<file path="config.mk">
export PLATFORM = sky130hd
export DESIGN_NAME = pool_engine_flat
export DESIGN_NICKNAME = d
export VERILOG_FILES = /design/src/rtl/pool_engine_if.sv /design/src/rtl/pool_engine.sv /design/src/flat_wrapper.sv
export SDC_FILE = /design/constraint.sdc
export NUM_CORES = 2
export LEC_CHECK = 0
export CORE_ASPECT_RATIO = 1.2
export CORE_UTILIZATION = 67
export CTS_CLUSTER_DIAMETER = 150
export DETAILED_ROUTE_END_ITERATION = 10
export PLACE_DENSITY = 0.86
export RECOVER_POWER = 50
export SKIP_LAST_GASP = 1
export SLEW_MARGIN = 20
export SYNTH_ARGS = -nofsm -noshare
export SYNTH_HDL_FRONTEND = slang
export SYNTH_SLANG_ARGS = --single-unit
</file>
<file path="constraint.sdc">
create_clock -name clk -period 34.5 [get_ports clk]
set_input_delay 10.35 -clock clk [delete_from_list [all_inputs] [get_ports clk]]
set_output_delay 10.35 -clock clk [all_outputs]
set_load 0.02 [all_outputs]
</file>
<file path="src/rtl/pool_engine_if.sv">
// Bus bundle for pool_engine: run handshake plus the parameter, input and output SRAM ports.
// The master modport is the engine side and the slave modport is the SRAM/controller side.
interface pool_engine_if #(
    parameter int DATA_W = 8,
    parameter int ADDR_W = 32
);
    logic              start;
    logic              finish;
    logic              error;
    logic              param_cs;
    logic [ADDR_W-1:0] param_addr;
    logic [31:0]       param_rdata;
    logic              in_cs;
    logic [ADDR_W-1:0] in_addr;
    logic [DATA_W-1:0] in_rdata;
    logic              out_cs;
    logic              out_we;
    logic [ADDR_W-1:0] out_addr;
    logic [DATA_W-1:0] out_wdata;

    modport master (
        input  start, param_rdata, in_rdata,
        output finish, error, param_cs, param_addr, in_cs, in_addr,
               out_cs, out_we, out_addr, out_wdata
    );

    modport slave (
        output start, param_rdata, in_rdata,
        input  finish, error, param_cs, param_addr, in_cs, in_addr,
               out_cs, out_we, out_addr, out_wdata
    );
endinterface

</file>
<file path="src/rtl/pool_engine.sv">
// Square max/avg pooling engine: loads a 5-word layer config, then for each output
// reads a KxK window from the input SRAM, reduces it and writes one element.
module pool_engine #(
    parameter int DATA_W = 8,
    parameter int ADDR_W = 32,
    parameter int MAX_K  = 4
) (
    input logic           clk,
    input logic           rstn,
    pool_engine_if.master bus
);
    localparam int DIM_W = 16;
    localparam int KW    = 8;
    localparam int EW    = DIM_W + 2;
    localparam int ACC_W = DATA_W + 2 * $clog2(MAX_K);
    localparam logic signed [ACC_W-1:0] MOST_NEG =
        {{(ACC_W-DATA_W+1){1'b1}}, {(DATA_W-1){1'b0}}};

    typedef enum logic [2:0] {IDLE, LOAD, CHECK, READ, WRITE, DONE} state_e;

    state_e                    state_q, state_d;
    logic [2:0]                ld_cnt_q, ld_cnt_d;
    logic [DIM_W-1:0]          r_q, r_d, c_q, c_d;
    logic [KW-1:0]             k_q, k_d, s_q, s_d;
    logic                      m_q, m_d;
    logic [ADDR_W-1:0]         plane_q, plane_d;
    logic [2*KW-1:0]           kk_q, kk_d, rd_cnt_q, rd_cnt_d;
    logic [DIM_W-1:0]          ch_q, ch_d, row0_q, row0_d, col0_q, col0_d;
    logic [KW-1:0]             kr_q, kr_d, kc_q, kc_d;
    logic signed [ACC_W-1:0]   acc_q, acc_d;
    logic [ADDR_W-1:0]         out_idx_q, out_idx_d;
    logic                      finish_q, finish_d, error_q, error_d;

    logic                      param_cs_c, in_cs_c, out_we_c;
    logic                      cfg_bad, col_wrap, row_wrap;
    logic [2:0]                shift;
    logic signed [ACC_W-1:0]   in_sext;
    logic                      unused_bits;

    assign unused_bits = ^bus.param_rdata[31:DIM_W];
    assign in_sext     = ACC_W'($signed(bus.in_rdata));

    assign cfg_bad = (k_q == '0) || (k_q > KW'(MAX_K)) || (s_q == '0) ||
                     (DIM_W'(k_q) > r_q) || (c_q == '0) ||
                     (m_q && !(k_q == KW'(1) || k_q == KW'(2) || k_q == KW'(4)));

    // A window step wraps when the next window would run past the right/bottom edge.
    assign col_wrap = (EW'(col0_q) + EW'(s_q) + EW'(k_q)) > EW'(r_q);
    assign row_wrap = (EW'(row0_q) + EW'(s_q) + EW'(k_q)) > EW'(r_q);

    always_comb begin
        case (k_q)
            KW'(2):  shift = 3'd2;
            KW'(4):  shift = 3'd4;
            default: shift = 3'd0;
        endcase
    end

    assign bus.param_cs   = param_cs_c;
    assign bus.param_addr = ADDR_W'(ld_cnt_q);
    assign bus.in_cs      = in_cs_c;
    assign bus.in_addr    = ADDR_W'(ch_q) * plane_q
                          + (ADDR_W'(row0_q) + ADDR_W'(kr_q)) * ADDR_W'(r_q)
                          + ADDR_W'(col0_q) + ADDR_W'(kc_q);
    assign bus.out_cs     = out_we_c;
    assign bus.out_we     = out_we_c;
    assign bus.out_addr   = out_idx_q;
    assign bus.out_wdata  = m_q ? DATA_W'(acc_q >>> shift) : acc_q[DATA_W-1:0];
    assign bus.finish     = finish_q;
    assign bus.error      = error_q;

    always_comb begin
        // NOTE: every signal gets a default before the case so no path can infer a latch.
        state_d    = state_q;
        ld_cnt_d   = ld_cnt_q;
        r_d        = r_q;
        c_d        = c_q;
        k_d        = k_q;
        s_d        = s_q;
        m_d        = m_q;
        plane_d    = plane_q;
        kk_d       = kk_q;
        rd_cnt_d   = rd_cnt_q;
        ch_d       = ch_q;
        row0_d     = row0_q;
        col0_d     = col0_q;
        kr_d       = kr_q;
        kc_d       = kc_q;
        acc_d      = acc_q;
        out_idx_d  = out_idx_q;
        error_d    = error_q;
        param_cs_c = 1'b0;
        in_cs_c    = 1'b0;
        out_we_c   = 1'b0;

        case (state_q)
            IDLE: begin
                if (bus.start) begin
                    state_d  = LOAD;
                    ld_cnt_d = '0;
                end
            end
            LOAD: begin
                // Words are requested on counts 0..4 and arrive one count later.
                param_cs_c = (ld_cnt_q != 3'd5);
                ld_cnt_d   = ld_cnt_q + 3'd1;
                case (ld_cnt_q)
                    3'd1: r_d = bus.param_rdata[DIM_W-1:0];
                    3'd2: c_d = bus.param_rdata[DIM_W-1:0];
                    3'd3: k_d = bus.param_rdata[KW-1:0];
                    3'd4: s_d = bus.param_rdata[KW-1:0];
                    3'd5: begin
                        m_d     = bus.param_rdata[0];
                        state_d = CHECK;
                    end
                    default: ;
                endcase
            end
            CHECK: begin
                plane_d   = ADDR_W'(r_q) * ADDR_W'(r_q);
                kk_d      = (2*KW)'(k_q) * (2*KW)'(k_q);
                rd_cnt_d  = '0;
                ch_d      = '0;
                row0_d    = '0;
                col0_d    = '0;
                kr_d      = '0;
                kc_d      = '0;
                out_idx_d = '0;
                if (cfg_bad) begin
                    error_d = 1'b1;
                    state_d = DONE;
                end else begin
                    state_d = READ;
                end
            end
            READ: begin
                rd_cnt_d = rd_cnt_q + (2*KW)'(1);
                if (rd_cnt_q < kk_q) begin
                    in_cs_c = 1'b1;
                    if (kc_q == k_q - KW'(1)) begin
                        kc_d = '0;
                        kr_d = (kr_q == k_q - KW'(1)) ? '0 : kr_q + KW'(1);
                    end else begin
                        kc_d = kc_q + KW'(1);
                    end
                end
                if (rd_cnt_q == '0)
                    acc_d = m_q ? '0 : MOST_NEG;
                else if (m_q)
                    acc_d = acc_q + in_sext;
                else if (in_sext > acc_q)
                    acc_d = in_sext;
                if (rd_cnt_q == kk_q) begin
                    rd_cnt_d = '0;
                    state_d  = WRITE;
                end
            end
            WRITE: begin
                out_we_c  = 1'b1;
                out_idx_d = out_idx_q + ADDR_W'(1);
                state_d   = READ;
                if (!col_wrap) begin
                    col0_d = col0_q + DIM_W'(s_q);
                end else begin
                    col0_d = '0;
                    if (!row_wrap) begin
                        row0_d = row0_q + DIM_W'(s_q);
                    end else begin
                        row0_d = '0;
                        if (ch_q == c_q - DIM_W'(1))
                            state_d = DONE;
                        else
                            ch_d = ch_q + DIM_W'(1);
                    end
                end
            end
            DONE: begin
                if (!bus.start)
                    state_d = IDLE;
            end
            default: state_d = IDLE;
        endcase

        finish_d = (state_d == DONE);
        if (state_d == IDLE)
            error_d = 1'b0;
    end

    // NOTE: asynchronous active-low reset; all state updates use non-blocking assignments.
    always_ff @(posedge clk or negedge rstn) begin
        if (!rstn) begin
            state_q   <= IDLE;
            ld_cnt_q  <= '0;
            r_q       <= '0;
            c_q       <= '0;
            k_q       <= '0;
            s_q       <= '0;
            m_q       <= 1'b0;
            plane_q   <= '0;
            kk_q      <= '0;
            rd_cnt_q  <= '0;
            ch_q      <= '0;
            row0_q    <= '0;
            col0_q    <= '0;
            kr_q      <= '0;
            kc_q      <= '0;
            acc_q     <= '0;
            out_idx_q <= '0;
            finish_q  <= 1'b0;
            error_q   <= 1'b0;
        end else begin
            state_q   <= state_d;
            ld_cnt_q  <= ld_cnt_d;
            r_q       <= r_d;
            c_q       <= c_d;
            k_q       <= k_d;
            s_q       <= s_d;
            m_q       <= m_d;
            plane_q   <= plane_d;
            kk_q      <= kk_d;
            rd_cnt_q  <= rd_cnt_d;
            ch_q      <= ch_d;
            row0_q    <= row0_d;
            col0_q    <= col0_d;
            kr_q      <= kr_d;
            kc_q      <= kc_d;
            acc_q     <= acc_d;
            out_idx_q <= out_idx_d;
            finish_q  <= finish_d;
            error_q   <= error_d;
        end
    end
endmodule

</file>
<file path="src/flat_wrapper.sv">
// flat-port wrapper written by rule: the top's interface ports become plain ports
module pool_engine_flat 
#(
    parameter int DATA_W = 8,
    parameter int ADDR_W = 32,
    parameter int MAX_K  = 4
)
  (clk, rstn, bus_start, bus_param_rdata, bus_in_rdata, bus_finish, bus_error, bus_param_cs, bus_param_addr, bus_in_cs, bus_in_addr, bus_out_cs, bus_out_we, bus_out_addr, bus_out_wdata);
  pool_engine_if #(.DATA_W(DATA_W), .ADDR_W(ADDR_W)) bus_i ();
  input logic clk;
  input logic rstn;
  input wire logic [$bits(bus_i.start)-1:0] bus_start;
  input wire logic [$bits(bus_i.param_rdata)-1:0] bus_param_rdata;
  input wire logic [$bits(bus_i.in_rdata)-1:0] bus_in_rdata;
  output wire logic [$bits(bus_i.finish)-1:0] bus_finish;
  output wire logic [$bits(bus_i.error)-1:0] bus_error;
  output wire logic [$bits(bus_i.param_cs)-1:0] bus_param_cs;
  output wire logic [$bits(bus_i.param_addr)-1:0] bus_param_addr;
  output wire logic [$bits(bus_i.in_cs)-1:0] bus_in_cs;
  output wire logic [$bits(bus_i.in_addr)-1:0] bus_in_addr;
  output wire logic [$bits(bus_i.out_cs)-1:0] bus_out_cs;
  output wire logic [$bits(bus_i.out_we)-1:0] bus_out_we;
  output wire logic [$bits(bus_i.out_addr)-1:0] bus_out_addr;
  output wire logic [$bits(bus_i.out_wdata)-1:0] bus_out_wdata;
  assign bus_i.start = bus_start;
  assign bus_i.param_rdata = bus_param_rdata;
  assign bus_i.in_rdata = bus_in_rdata;
  assign bus_finish = bus_i.finish;
  assign bus_error = bus_i.error;
  assign bus_param_cs = bus_i.param_cs;
  assign bus_param_addr = bus_i.param_addr;
  assign bus_in_cs = bus_i.in_cs;
  assign bus_in_addr = bus_i.in_addr;
  assign bus_out_cs = bus_i.out_cs;
  assign bus_out_we = bus_i.out_we;
  assign bus_out_addr = bus_i.out_addr;
  assign bus_out_wdata = bus_i.out_wdata;
  pool_engine #(.DATA_W(DATA_W), .ADDR_W(ADDR_W), .MAX_K(MAX_K)) u_core (.clk(clk), .rstn(rstn), .bus(bus_i));
endmodule
</file>
==> flow_summary.yaml <==
outcome:
  status: "complete, but fails checks"
  violations: "capacitance limit, slew limit"
routing:
  drt_iter0_markers: 2928
  first_pass_iters: 5
  viasPerCell: 6.00
  vias: 36200
  antenna_left: 0
  wire_per_inst_um: 20.1
  wl_um: 121000
  drcViolationCount: 0
final_layout:
  nFillCells: 4800
  finalInstanceArea_sq_um: 48100
  seqCellArea_sq_um: 5690
  drive_gt1_frac: 0.0380
  final_cells: 6037
  multi_input_area_sq_um: 34900
  syn_to_final_growth_pct: 5.82
  antenna_cells: 0
  fin_nets: 6396
grt:
  grt_pass1_wl_um: 198000
  grt_max_degree: 85
  grtUsageTotal: 0.370
  grt_pass1_vias: 39000
  antenna_found_initial: 4
  grt_overflow: 0
clock_tree:
  cts-resized-gates: 0
  root_buffer: "clkbuf_16"
  cts_max_path_buffers: 3
  cts_setup_buffers: 0
  cts_tree: "built"
  clock_latency_ns: 0.60
  cts_sinks: 227
  cts.reportedPaths.clkPinSlew_ns: 0.06
  cts.htree.levels: 1
  ctsHoldBuffers: 0
  cts_buffers: 26
power:
  p_per_area_nw_per_um2: 36.9
  switching_share: 0.472
  power.share.combinational: 0.641
  power_frac_seq: 0.188
  leakagePower_nw: 25.1
  power.clock.fraction: 0.171
  peakVddDrop_mv: 0.114
  intPower_w: 0.000937
  switchingPower_w: 0.000838
min_path:
  min_path_type: "flip-flop to flip-flop"
  hold_path_end: "u_core.kk_q[15]"
  min-delay-start: "u_core.kk_q[15]"
  min_delay_path_depth: 2
worst_setup_path:
  end_kind: "output pin"
  r2r-end: "u_core.plane_q[26]"
  worstPathMaxFanout: 10
  worstSetupStartpointType: "flip-flop"
  cpMostUsedCell: "fa_1"
  critPathArrivalTime_ns: 12.93
  crit_type: "flip-flop to output pin"
  slowest_delay_ns: 0.89
  worstPathRequired_ns: 24.15
  rr_worst_depth: 21
  reg2reg_from: "u_core.r_q[6]"
  slowest_stage: "xor2_1"
  crit_start: "u_core.kr_q[0]"
  regToRegSetupSlack_ns: 25.77
timing:
  min_period_over_period: 0.675
  tightest_slew_ns: 4.64
  maxSlewViolCount: 210
  holdWs_ns: 0.492
  relSlewSlack: -2.10
  setup_tns_ns: 0
  max_freq_mhz: 42.9
  fin_worst_skew_ns: 0.0316
  finalHoldViolCount: 0
  rsz0062_at_grt: "no"
  setup_viol: 0
  finalCriticalPeriod_ns: 23.28
placement:
  portBuffers: 107
  hpwl_um: 93200
  place_area_sq_um: 47200
  gp_congestion: 0.971
  dp_cells: 5990
synth:
  syn_inst: 5135
  async_flop_share: 1.00
  ys_ff_latch: 227
  ys_warn_count: 0
  postSynthAreaPerCell_sq_um: 8.86
  ys_seq_area_frac: 0.125
  synth-edff-count: 0
  yosysUniqueCellTypes: 89
  ys.flop_type: "dfrtp_1"
  synth_area_sq_um: 45500
floorplan:
  fp.dieH_um: 287
  core_sq_um: 67100
  io_pins: 153
  dieArea_sq_um: 68900
  die_x_um: 240
  rows: 104
  start_util: 0.677
flow_run:
  cap_violations: 4
## synth_stat cells, drive strengths merged, types with 8 or more instances
cell	n	area share
xor2	69	0.013
nand2	628	0.052
o21bai	25	0.0041
and3	41	0.0056
o21ai	220	0.024
o21a	19	0.0031
dfrtp	227	0.12
mux2i	10	0.0022
nand2b	24	0.0033
a22o	17	0.0033
ha	465	0.13
o211ai	13	0.0024
nor3	39	0.0045
o41ai	9	0.0022
nor4	19	0.0028
nand4	29	0.0041
xnor2	176	0.034
or3	16	0.0023
fa	771	0.34
or2	9	0.0012
o22ai	9	0.0012
a31oi	14	0.0021
nand3	102	0.011
a21o	55	0.0091
a211oi	20	0.0034
nor2	264	0.022
and2	222	0.031
buf	61	0.0083
clkbuf	186	0.015
nor2b	24	0.0033
a21boi	8	0.0013
inv	1051	0.087
o31ai	21	0.0035
a21oi	125	0.014
mux2	53	0.013
## power by group through the flow
stage / Clock [W] / Sequential (W) / Combinational (W)
4_1_cts: 0.000306 / 0.000332 / 0.00113
3_3_place_gp: 0 / 0.000335 / 0.00107
2_1_floorplan: 0 / 0.000314 / 0.000877
5_1_grt: 0.000315 / 0.000336 / 0.00128
3_5_place_dp: 0 / 0.000336 / 0.00111
6_report: 0.000304 / 0.000334 / 0.00114
## sequential cells by signal, indices dropped and copies added, names as in the netlist, 3 cells and up
| signal | flops |
|---|---|
| u_core.state_q | 3 |
| u_core.acc_q | 12 |
| u_core.r_q | 16 |
| u_core.ch_q | 16 |
| u_core.col0_q | 16 |
| u_core.k_q | 8 |
| u_core.s_q | 8 |
| u_core.kc_q | 8 |
| u_core.row0_q | 16 |
| u_core.bus.out_addr | 32 |
| u_core.plane_q | 31 |
| u_core.kk_q | 15 |
| u_core.kr_q | 8 |
| u_core.ld_cnt_q | 3 |
| u_core.rd_cnt_q | 16 |
| u_core.c_q | 16 |
## cells by family (layout without fill, tap and decap cells)
kind of cell,Yosys count,after routing,share of synthesized area
AND/OR/NAND/NOR,1443,1443,0.148
buffers and inverters,1304,1271,0.111
adder cells (fa/ha/maj),1237,1237,0.468
AO/OA/AOI/OAI,614,614,0.0858
XOR/XNOR,245,245,0.0474
flip-flops,227,227,0.125
multiplexers,63,63,0.0153
other,2,36,0.000165
## worst max-delay path: cells and delay by family (launching register included)
kind                       cells  cell delay (ns)
AOI/OAI and AO/OA             12             4.13
xor gates and xnor gates       2             1.11
adders and majority gates     11             5.02
buffers and inverters          6             0.90
DFF                            1             0.48
and+or+nand+nor                5             0.66
## how the worst max path moves through the flow
stage                                  to  cells past startpoint
after global routing      bus_in_addr[31]                     36
after detailed placement  bus_in_addr[31]                     36
after global placement    bus_in_addr[31]                     36
final                     bus_in_addr[31]                     36
after floorplan           bus_in_addr[31]                     35
after CTS                 bus_in_addr[31]                     36
## final cells by class
class,count,area share
timing repair buffer,167,0.0314
inverter,1057,0.0825
tap,901,0.0234
multi-input combinational,3638,0.726
clock inverter,18,0.00491
sequential,227,0.118
clock buffer,29,0.0140
## cells in the final DEF, fill, tap and decap left out, drive strengths merged, types with 15 or more instances in the layout
cell,instances
xor2,69
o21bai,25
o31ai,21
nor2,264
a211oi,20
dfrtp,227
nand4,29
o21ai,220
a21o,55
nor4,19
a21oi,125
clkdlybuf4s50,90
ha,465
nand3,102
dlygate4sd3,16
clkinv,15
conb,36
mux2,53
nor3,39
nor2b,24
and2,222
inv,1055
or3,16
xnor2,176
fa,771
a22o,17
o21a,19
clkbuf,32
nand2,628
buf,58
nand2b,24
and3,41
## stage by stage
step | utilization | worst slack [ns] | power [W]
floorplan | - | 14.89 | 0.00119
global placement | 0.703 | 12.18 | 0.00140
detailed placement | 0.703 | 12.07 | 0.00145
CTS | 0.717 | 11.43 | 0.00177
global route | 0.717 | 10.68 | 0.00193
finish | 0.717 | 11.22 | 0.00178
## routing by layer
layer  track usage  vias up  wire length, um
li1              -    15800                -
met1         0.443    17900            43000
met2         0.627     1907            58400
met3        0.0623      571            11600
met4         0.216        2             8470
met5             0        -               13
Power figures use the tool's default switching activity.
